[src/rtl/ws2812_pkg.sv]
// Shared definitions for the WS2812 pixel serializer: FSM states, default
// 50 MHz timing and counter width helpers.
package ws2812_pkg;

  typedef enum logic [1:0] {
    ST_IDLE,
    ST_HIGH,
    ST_LOW,
    ST_LATCH
  } state_e;

  localparam int unsigned DEF_BITS     = 24;
  localparam int unsigned DEF_T0H_CYC  = 20;
  localparam int unsigned DEF_T1H_CYC  = 40;
  localparam int unsigned DEF_TBIT_CYC = 63;
  localparam int unsigned DEF_TRST_CYC = 2500;

  function automatic int unsigned cnt_width(input int unsigned tbit, input int unsigned trst);
    int unsigned m;
    m = (tbit > trst) ? tbit : trst;
    return $clog2(m + 1);
  endfunction

  // A single-bit pixel still needs a one-bit index register.
  function automatic int unsigned idx_width(input int unsigned bits);
    return (bits > 1) ? $clog2(bits) : 1;
  endfunction

endpackage

[src/rtl/ws2812_pixel_serializer_if.sv]
// Pixel stream handshake between the frame sequencer (master) and the
// serializer (slave).
interface ws2812_pixel_serializer_if #(
  parameter int unsigned BITS = 24
);
  logic [BITS-1:0] pix_data;
  logic            pix_valid;
  logic            pix_last;
  logic            pix_ready;

  modport master (output pix_data, output pix_valid, output pix_last, input pix_ready);
  modport slave  (input pix_data, input pix_valid, input pix_last, output pix_ready);
endinterface

[src/rtl/ws2812_cycle_timer.sv]
// Loadable down-counter shared by the HIGH, LOW and LATCH phases; done_o is
// high while the count sits at zero.
module ws2812_cycle_timer #(
  parameter int unsigned W = 12
) (
  input  logic         clk,
  input  logic         rst,
  input  logic         load_i,
  input  logic [W-1:0] load_val_i,
  output logic         done_o
);
  logic [W-1:0] cnt_q, cnt_d;

  always_comb begin
    cnt_d = cnt_q;
    if (load_i) begin
      cnt_d = load_val_i;
    end else if (cnt_q != '0) begin
      cnt_d = cnt_q - 1'b1;
    end
  end

  always_ff @(posedge clk or posedge rst) begin
    if (rst) begin
      cnt_q <= '0;
    end else begin
      cnt_q <= cnt_d;
    end
  end

  assign done_o = (cnt_q == '0);
endmodule

[src/rtl/ws2812_pixel_serializer.sv]
// WS2812-class NRZ serializer: accepts pixels over valid/ready, shifts them
// out MSB-first with gap-free bits and a latch gap after the last pixel.
module ws2812_pixel_serializer
  import ws2812_pkg::*;
#(
  parameter int unsigned BITS     = DEF_BITS,
  parameter int unsigned T0H_CYC  = DEF_T0H_CYC,
  parameter int unsigned T1H_CYC  = DEF_T1H_CYC,
  parameter int unsigned TBIT_CYC = DEF_TBIT_CYC,
  parameter int unsigned TRST_CYC = DEF_TRST_CYC
) (
  input  logic                         clk,
  input  logic                         rst,
  ws2812_pixel_serializer_if.slave     pix,
  output logic                         led_out,
  output logic                         busy,
  output logic                         frame_done,
  output logic                         underrun
);
  localparam int unsigned CW = cnt_width(TBIT_CYC, TRST_CYC);
  localparam int unsigned IW = idx_width(BITS);

  // Timer reloads are phase length minus one: the load cycle counts.
  localparam logic [CW-1:0] T0H_LD  = CW'(T0H_CYC - 1);
  localparam logic [CW-1:0] T1H_LD  = CW'(T1H_CYC - 1);
  localparam logic [CW-1:0] T0L_LD  = CW'(TBIT_CYC - T0H_CYC - 1);
  localparam logic [CW-1:0] T1L_LD  = CW'(TBIT_CYC - T1H_CYC - 1);
  localparam logic [CW-1:0] TRST_LD = CW'(TRST_CYC - 1);
  localparam logic [IW-1:0] IDX_TOP = IW'(BITS - 1);

  if (!(T0H_CYC > 0 && T0H_CYC < T1H_CYC && T1H_CYC < TBIT_CYC &&
        TRST_CYC >= TBIT_CYC && BITS >= 1)) begin : g_param_check
    $error("ws2812_pixel_serializer: need 0<T0H<T1H<TBIT, TRST>=TBIT, BITS>=1");
  end

  state_e          state_q;
  logic [BITS-1:0] shift_q;
  logic [BITS-1:0] shift_nx;
  logic            last_q;
  logic [IW-1:0]   idx_q;
  logic            led_q, busy_q, done_q, under_q;

  logic            tmr_load;
  logic [CW-1:0]   tmr_val;
  logic            tmr_done;
  logic            boundary;
  logic            accept;

  assign shift_nx = shift_q << 1;
  // Final LOW cycle of bit 0 of a non-last pixel: the next pixel may be taken here.
  assign boundary      = (state_q == ST_LOW) && tmr_done && (idx_q == '0) && !last_q;
  assign pix.pix_ready = !rst && ((state_q == ST_IDLE) || boundary);
  assign accept        = pix.pix_valid && pix.pix_ready;

  always_comb begin
    tmr_load = 1'b0;
    tmr_val  = '0;
    unique case (state_q)
      ST_IDLE: begin
        if (accept) begin
          tmr_load = 1'b1;
          tmr_val  = pix.pix_data[BITS-1] ? T1H_LD : T0H_LD;
        end
      end
      ST_HIGH: begin
        if (tmr_done) begin
          tmr_load = 1'b1;
          tmr_val  = shift_q[BITS-1] ? T1L_LD : T0L_LD;
        end
      end
      ST_LOW: begin
        if (tmr_done) begin
          if (idx_q != '0) begin
            tmr_load = 1'b1;
            tmr_val  = shift_nx[BITS-1] ? T1H_LD : T0H_LD;
          end else if (last_q) begin
            tmr_load = 1'b1;
            tmr_val  = TRST_LD;
          end else if (accept) begin
            tmr_load = 1'b1;
            tmr_val  = pix.pix_data[BITS-1] ? T1H_LD : T0H_LD;
          end
        end
      end
      default: ;
    endcase
  end

  ws2812_cycle_timer #(.W(CW)) u_timer (
    .clk        (clk),
    .rst        (rst),
    .load_i     (tmr_load),
    .load_val_i (tmr_val),
    .done_o     (tmr_done)
  );

  always_ff @(posedge clk or posedge rst) begin
    if (rst) begin
      state_q <= ST_IDLE;
      shift_q <= '0;
      last_q  <= 1'b0;
      idx_q   <= '0;
      led_q   <= 1'b0;
      busy_q  <= 1'b0;
      done_q  <= 1'b0;
      under_q <= 1'b0;
    end else begin
      done_q  <= 1'b0;
      under_q <= 1'b0;
      unique case (state_q)
        ST_IDLE: begin
          if (accept) begin
            shift_q <= pix.pix_data;
            last_q  <= pix.pix_last;
            idx_q   <= IDX_TOP;
            led_q   <= 1'b1;
            busy_q  <= 1'b1;
            state_q <= ST_HIGH;
          end
        end
        ST_HIGH: begin
          if (tmr_done) begin
            led_q   <= 1'b0;
            state_q <= ST_LOW;
          end
        end
        ST_LOW: begin
          if (tmr_done) begin
            if (idx_q != '0) begin
              idx_q   <= idx_q - 1'b1;
              shift_q <= shift_nx;
              led_q   <= 1'b1;
              state_q <= ST_HIGH;
            end else if (last_q) begin
              state_q <= ST_LATCH;
            end else if (accept) begin
              shift_q <= pix.pix_data;
              last_q  <= pix.pix_last;
              idx_q   <= IDX_TOP;
              led_q   <= 1'b1;
              state_q <= ST_HIGH;
            end else begin
              under_q <= 1'b1;
              busy_q  <= 1'b0;
              state_q <= ST_IDLE;
            end
          end
        end
        ST_LATCH: begin
          if (tmr_done) begin
            done_q  <= 1'b1;
            busy_q  <= 1'b0;
            state_q <= ST_IDLE;
          end
        end
        default: state_q <= ST_IDLE;
      endcase
    end
  end

  assign led_out    = led_q;
  assign busy       = busy_q;
  assign frame_done = done_q;
  assign underrun   = under_q;
endmodule

[src/flat_wrapper.sv]
// flat-port wrapper written by rule: the top's interface ports become plain ports
module ws2812_pixel_serializer_flat import ws2812_pkg::*;
#(
  parameter int unsigned BITS     = DEF_BITS,
  parameter int unsigned T0H_CYC  = DEF_T0H_CYC,
  parameter int unsigned T1H_CYC  = DEF_T1H_CYC,
  parameter int unsigned TBIT_CYC = DEF_TBIT_CYC,
  parameter int unsigned TRST_CYC = DEF_TRST_CYC
)
  (clk, rst, led_out, busy, frame_done, underrun, pix_pix_data, pix_pix_valid, pix_pix_last, pix_pix_ready);
  ws2812_pixel_serializer_if #(.BITS(BITS)) pix_i ();
  input  logic clk;
  input  logic rst;
  output logic led_out;
  output logic busy;
  output logic frame_done;
  output logic underrun;
  input wire logic [$bits(pix_i.pix_data)-1:0] pix_pix_data;
  input wire logic [$bits(pix_i.pix_valid)-1:0] pix_pix_valid;
  input wire logic [$bits(pix_i.pix_last)-1:0] pix_pix_last;
  output wire logic [$bits(pix_i.pix_ready)-1:0] pix_pix_ready;
  assign pix_i.pix_data = pix_pix_data;
  assign pix_i.pix_valid = pix_pix_valid;
  assign pix_i.pix_last = pix_pix_last;
  assign pix_pix_ready = pix_i.pix_ready;
  ws2812_pixel_serializer #(.BITS(BITS), .T0H_CYC(T0H_CYC), .T1H_CYC(T1H_CYC), .TBIT_CYC(TBIT_CYC), .TRST_CYC(TRST_CYC)) u_core (.clk(clk), .rst(rst), .pix(pix_i), .led_out(led_out), .busy(busy), .frame_done(frame_done), .underrun(underrun));
endmodule
[config.mk]
export PLATFORM = sky130hd
export DESIGN_NAME = ws2812_pixel_serializer_flat
export DESIGN_NICKNAME = d
export VERILOG_FILES = /design/src/rtl/ws2812_pkg.sv /design/src/rtl/ws2812_pixel_serializer_if.sv /design/src/rtl/ws2812_cycle_timer.sv /design/src/rtl/ws2812_pixel_serializer.sv /design/src/flat_wrapper.sv
export SDC_FILE = /design/constraint.sdc
export NUM_CORES = 1
export LEC_CHECK = 0
export ABC_CLOCK_PERIOD_IN_PS = 6300
export BUFFER_PORTS_ARGS = -buffer_cell sky130_fd_sc_hd__buf_2
export CORE_MARGIN = 2
export CORE_UTILIZATION = 45
export CTS_BUF_LIST = sky130_fd_sc_hd__clkbuf_2 sky130_fd_sc_hd__clkbuf_4 sky130_fd_sc_hd__clkbuf_8
export DETAILED_ROUTE_END_ITERATION = 16
export MAX_ROUTING_LAYER = met4
export PLACE_DENSITY = 0.67
export REMOVE_ABC_BUFFERS = 1
export SYNTH_ARGS = -nofsm -noshare
export SYNTH_HDL_FRONTEND = slang
export SYNTH_SLANG_ARGS = --single-unit
[constraint.sdc]
create_clock -name clk -period 6.3 [get_ports clk]
set_clock_uncertainty 0.15 [all_clocks]
set_input_delay 1.26 -clock clk [delete_from_list [all_inputs] [get_ports clk]]
set_output_delay 1.26 -clock clk [all_outputs]
set_load 0.01 [all_outputs]
======== After elaboration in Yosys (flattened, before gate mapping) ========
Cells that the tools add are included.
word-level totals
  flip-flop bits (word level) ............. 48
  input bits .............................. 28
  output and inout port bits .............. 5
cells by class
  add/sub/neg operators ................... 2
  equal/unequal tests ..................... 11
  multiplexer cells ....................... 59
  reductions and logical operators ........ 22
operators by type and width
  cell                                                                     count
  24-bit two-way mux                                                       4
  12-bit two-way mux                                                       7
  24-bit case mux with 2 select lines                                      1
  12-bit case mux with 3 select lines                                      1
  1-bit two-way mux                                                        27
  5-bit two-way mux                                                        4
  6-bit two-way mux                                                        3
  12-bit logical NOT                                                       1
  2-bit two-way mux                                                        6
  4-bit AND reduction                                                      3
  12-bit nonzero test                                                      1
  12-bit by 1-bit subtractor with 12-bit output, second input constant     1
  5-bit case mux with 2 select lines                                       1
  1-bit case mux with 3 select lines                                       3
  2-bit by 1-bit inequality test with 1-bit output, second input constant  4
  2-bit case mux with 4 select lines                                       1
  7-bit AND reduction                                                      1
  2-bit inequality test, second input constant                             3
  3-bit nonzero test                                                       2
  1-bit logical AND                                                        5
  5-bit logical NOT                                                        1
  5-bit nonzero test                                                       1
  5-bit by 1-bit subtractor with 5-bit output, second input constant       1
  2-bit == test, second input constant                                     2
  8 further kinds                                                          10

======== Depth between registers and ports, before layout ========
  depth after elaboration ................. 13
  gate-level depth with buffers ........... 9
  gate-level depth less buffers ........... 7

======== Cells and area by module ========
A second synthesis with hierarchy kept.
second synthesis, totals
  cell total of the unflattened synthesis .. 273
  area total of the unflattened synthesis .. 2760.1 um^2
by module, submodules not included
  module                   times used  cells an instance  area each (um^2)  seq. area each (um^2)
  ws2812_pixel_serializer  1           199                2042.0            900.9
  ws2812_cycle_timer       1           74                 718.2             300.3

======== Worst setup path after synthesis ========
OpenSTA, ideal clock, no wires.
  path kind ............................... flip-flop to output port
  start point ............................. register u_core.u_timer.cnt_q[0]
  end point ............................... output port pix_pix_ready
  arrival time ............................ 1.668 ns
  required time ........................... 4.890 ns
  setup slack ............................. 3.222 ns
  cell stages (with the launch flop) ...... 9
  path buffers ............................ 2
  path through ............................ dfrtp_1 inv_1 ha_1 nor4b_4 and4_1 buf_4 buf_2 a31oi_1 nor2_1
between the ends
  cells in the longest elaborated chain, start to end .. 6
ends and longest elaborated chain
  item                             RTL line                       source
  from (decl)                      ws2812_cycle_timer.sv:12       logic [W-1:0] cnt_q, cnt_d;
  from (signal assigned)           ws2812_cycle_timer.sv:27       cnt_q <= cnt_d;
  12-bit logical NOT               ws2812_cycle_timer.sv:31       assign done_o = (cnt_q == '0);
  1-bit logical AND (3 in series)  ws2812_pixel_serializer.sv:51  assign boundary = (state_q == ST_LOW) && tmr_done && (idx_q == '0) && !last_q;
  1-bit logical OR                 ws2812_pixel_serializer.sv:52  assign pix.pix_ready = !rst && ((state_q == ST_IDLE) || boundary);
  1-bit logical AND                ws2812_pixel_serializer.sv:52
  to (decl)                        flat_wrapper.sv:21             output wire logic [$bits(pix_i.pix_ready)-1:0] pix_pix_ready;
No other way between the ends.

======== Final worst setup path ========
Same ends and word-level chain as after synthesis.

==> summary.md <==
| Metric | Value |
|---|---|
| Status | `finished clean` |
| Clock-pin slew on the worst setup and hold paths | `about 0.10 ns` |
| Max-slew headroom | `33.33%` |
| Reg2Reg Setup Slack | `2.79 ns` |
| Core ar. | `between 0.005 and 0.006 mm2` |
| Drt drc | `0` |
| # fillers | `570` |
| Share of layout cells above drive strength 1 | `20.06%` |
| Pins over their slew limit | `0` |
| Vert. Die Dim | `approximately 83 um` |
| Drt total wl | `6365 um` |
| Via density | `between 5 and 6` |
| Post-synth EDFFs | `0` |
| Final setup viols | `0` |
| Post-DP HPWL | `4146 um` |
| Final min period | `3.825 ns` |
| Initial core utilization | `47.24%` |
| Crit end category | `primary output` |
| MaxCap Viol Count | `0` |
| CTS Buf Count | `5` |
| Top post-synthesis cells by area | `dfrtp_1 42%, mux2_2 6.0%, nor2_1 5.0%, a31oi_1 4.6%, a21oi_1 4.6%` |
| Global-route wire length before repair | `10,610 um` |
| Maximum number of pins on one net before global-route repair | `49` |
| Synth warn | `0` |
| Worst Tran Pin Value | `0.9986 ns` |
| Initial antenna violation count | `0` |
| Synthesized flop and latch total | `48` |
| Pleak | `between 1 and 1.5 nW` |
| Cell area after layout | `0.003093 mm2` |
| CTS max path bufs | `2` |
| Antenna Nets Post-Route | `0` |
| Top FF cell, synth | `dfrtp_1` |
| Setup_tns | `0 ns` |
| Input/output buffers | `32` |
| Post-CTS Setup Inserts | `0` |
| Clock Latency Late Sink | `a little over 0.3 ns` |
| IO Pins | `33` |
| RSZ-0062 raised after global routing | `no` |
| Sequential fraction of the synthesis area | `42.44%` |
| Clock tree from TritonCTS | `built` |
| Full die area | `0.006940 mm2` |
| CP Data Required Time | `4.89 ns` |
| Via count | `between 2,000 and 2,500` |
| Hold Crit Class | `reg -> reg` |
| N_diodes | `0` |
| Die X | `83.31 um` |
| Final Hold Vio Count | `0` |
| Placed standard-cell area | `0.003005 mm2` |
| Post-synth cell types | `51` |
| Final global-route overflow total | `0` |
| Tot GR Track Use | `between 10% and 20%` |
| Largest area contributor in the netlist | `dfrtp_1` |
| H-tree Lvls | `2` |
| Post_cts resized | `0` |
| Peak fanout along the critical path | `18` |
| Layout area overhead | `9.284%` |
| CTS Root Cell | `clkbuf_8` |
| Share of the synthesized area in the top cell type | `42.44%` |
| Mean post-synth cell area | `between 9 and 10 um2` |
| GPL Wtd Cong | `just over 0.8` |
| Final #Nets | `360` |
| TritonCTS Sinks | `48` |
| Multi-input gate area | `0.001501 mm2` |
| Crit path DAT | `2.42 ns` |
| Fmax | `261.4 MHz` |
| DRT Pass-1 Iters | `4` |
| Critical Path Source Type | `register` |
| Fin crit share | `60.72%` |
| Rows | `28` |
| DR WL/cell | `15.95 um` |
| Power per cell area | `~440 mW/mm2` |
| Kind of critical path | `reg -> out` |
| Netlist Area Pre-Place | `0.002830 mm2` |
| Synth Instances | `300` |
| DR iter-0 viols | `150` |
| Worst vdd ir | `208.5 uV` |
| FF+latch area | `0.001201 mm2` |
| Vias in the first global route | `2,206` |
| Hold-fix buffers, CTS | `0` |
| Ys async rst share | `100.0%` |
==> logic make-up (layout without fill, tap and decap cells) <==
group	count (synthesis)	count (layout)	synth area share, %
mux	19	19	7.383
xor+xnor	7	7	2.166
simple gates	95	95	17.73
compound gates	94	94	21.80
flops	48	48	42.44
fa+ha+maj	9	9	3.979
buf+inv	28	52	4.509
==> metal layers <==
layer  global-route usage [%]  vias to the layer above  wire length [um]
li1                         -                     1132                 -
met1                    25.44                     1118              2881
met2                    30.50                       65              3149
met3                    2.684                        4               289
met4                    5.365                        0                45
met5                        -                        -                 0
==> cell type report <==
| class | instances | share of cell area, % |
|---|---|---|
| tap | 75 | 3.034 |
| timing repair buffer | 33 | 5.421 |
| clock buffer | 5 | 2.225 |
| multi-input combinational | 224 | 48.54 |
| inverter | 11 | 1.335 |
| clock inverter | 3 | 0.6068 |
| sequential | 48 | 38.83 |
==> synth_stat cells, types with 2 or more instances <==
library cell / number
xnor2_1: 6
buf_2: 9
ha_1: 9
nor4_1: 2
nor3b_1: 2
a31oi_1: 21
nor2_1: 38
and2_1: 2
a21oi_1: 26
nand2b_1: 4
a22o_1: 4
a221o_1: 2
o21a_1: 3
clkbuf_1: 6
o21ai_0: 25
nand4_1: 3
nor3_1: 8
and3_1: 2
mux2i_1: 4
inv_1: 11
nand3_1: 6
nand2_1: 16
dfrtp_1: 48
mux2_2: 15
or3_1: 2
==> where the power goes <==
| part | internal, W | switching [W] |
|---|---|---|
| combinational | 0.000266 | 0.000332 |
| sequential | 0.000449 | 0.000125 |
| clock | 0.0000776 | 0.000109 |
| total | 0.000792 | 0.000566 |
==> cells in the final DEF, fill, tap and decap left out, types with 5 or more instances in the layout <==
cell	Yosys	final
clkbuf_8	0	5
nor2_1	38	38
nand2_1	16	16
nor3_1	8	8
o21ai_0	25	25
a21oi_1	26	26
ha_1	9	9
mux2_2	15	15
inv_1	11	10
xnor2_1	6	6
buf_2	9	32
a31oi_1	21	21
dfrtp_1	48	48
nand3_1	6	6
==> worst max-delay path, stage by stage (launching register included) <==
cell,delay [ns]
dfrtp_1,0.44
inv_1,0.10
ha_1,0.15
nor4b_4,0.29
and4_1,0.69
a31oi_1,0.19
nor2_1,0.12
buf_2,0.13
==> registers in the layout (all words and copies together), names as in the netlist <==
register	count
u_core.state_q	2
u_core.last_q	1
u_core.shift_q	24
u_core.busy	1
u_core.led_out	1
u_core.frame_done	1
u_core.underrun	1
u_core.u_timer.cnt_q	12
u_core.idx_q	5
==> final timing paths <==
path	startpoint	end	depth (start not counted)
max	u_core.u_timer.cnt_q[0]	pix_pix_ready	7
min	u_core.led_out	u_core.led_out	1
max reg2reg	u_core.u_timer.cnt_q[0]	u_core.shift_q[23]	7
min reg2reg	u_core.led_out	u_core.led_out	1
max in group asynchronous	rst	u_core.u_timer.cnt_q[2]	2
min in group asynchronous	rst	u_core.led_out	2
==> through the flow <==
stage | hold slack, ns | util [%] | cells | power (W) | setup slack, ns
floorplan | 0.3267 | - | 283 | 0.001025 | 3.173
global placement | 0.3341 | 50.17 | 391 | 0.001149 | 2.909
detailed placement | 0.3411 | 50.17 | 391 | 0.001177 | 2.794
CTS | 0.3628 | 51.63 | 399 | 0.001367 | 2.503
global route | 0.3748 | 51.63 | 399 | 0.001470 | 2.300
finish | 0.3533 | 51.63 | 399 | 0.001358 | 2.475
No activity file was read; power rests on OpenSTA's default activity.
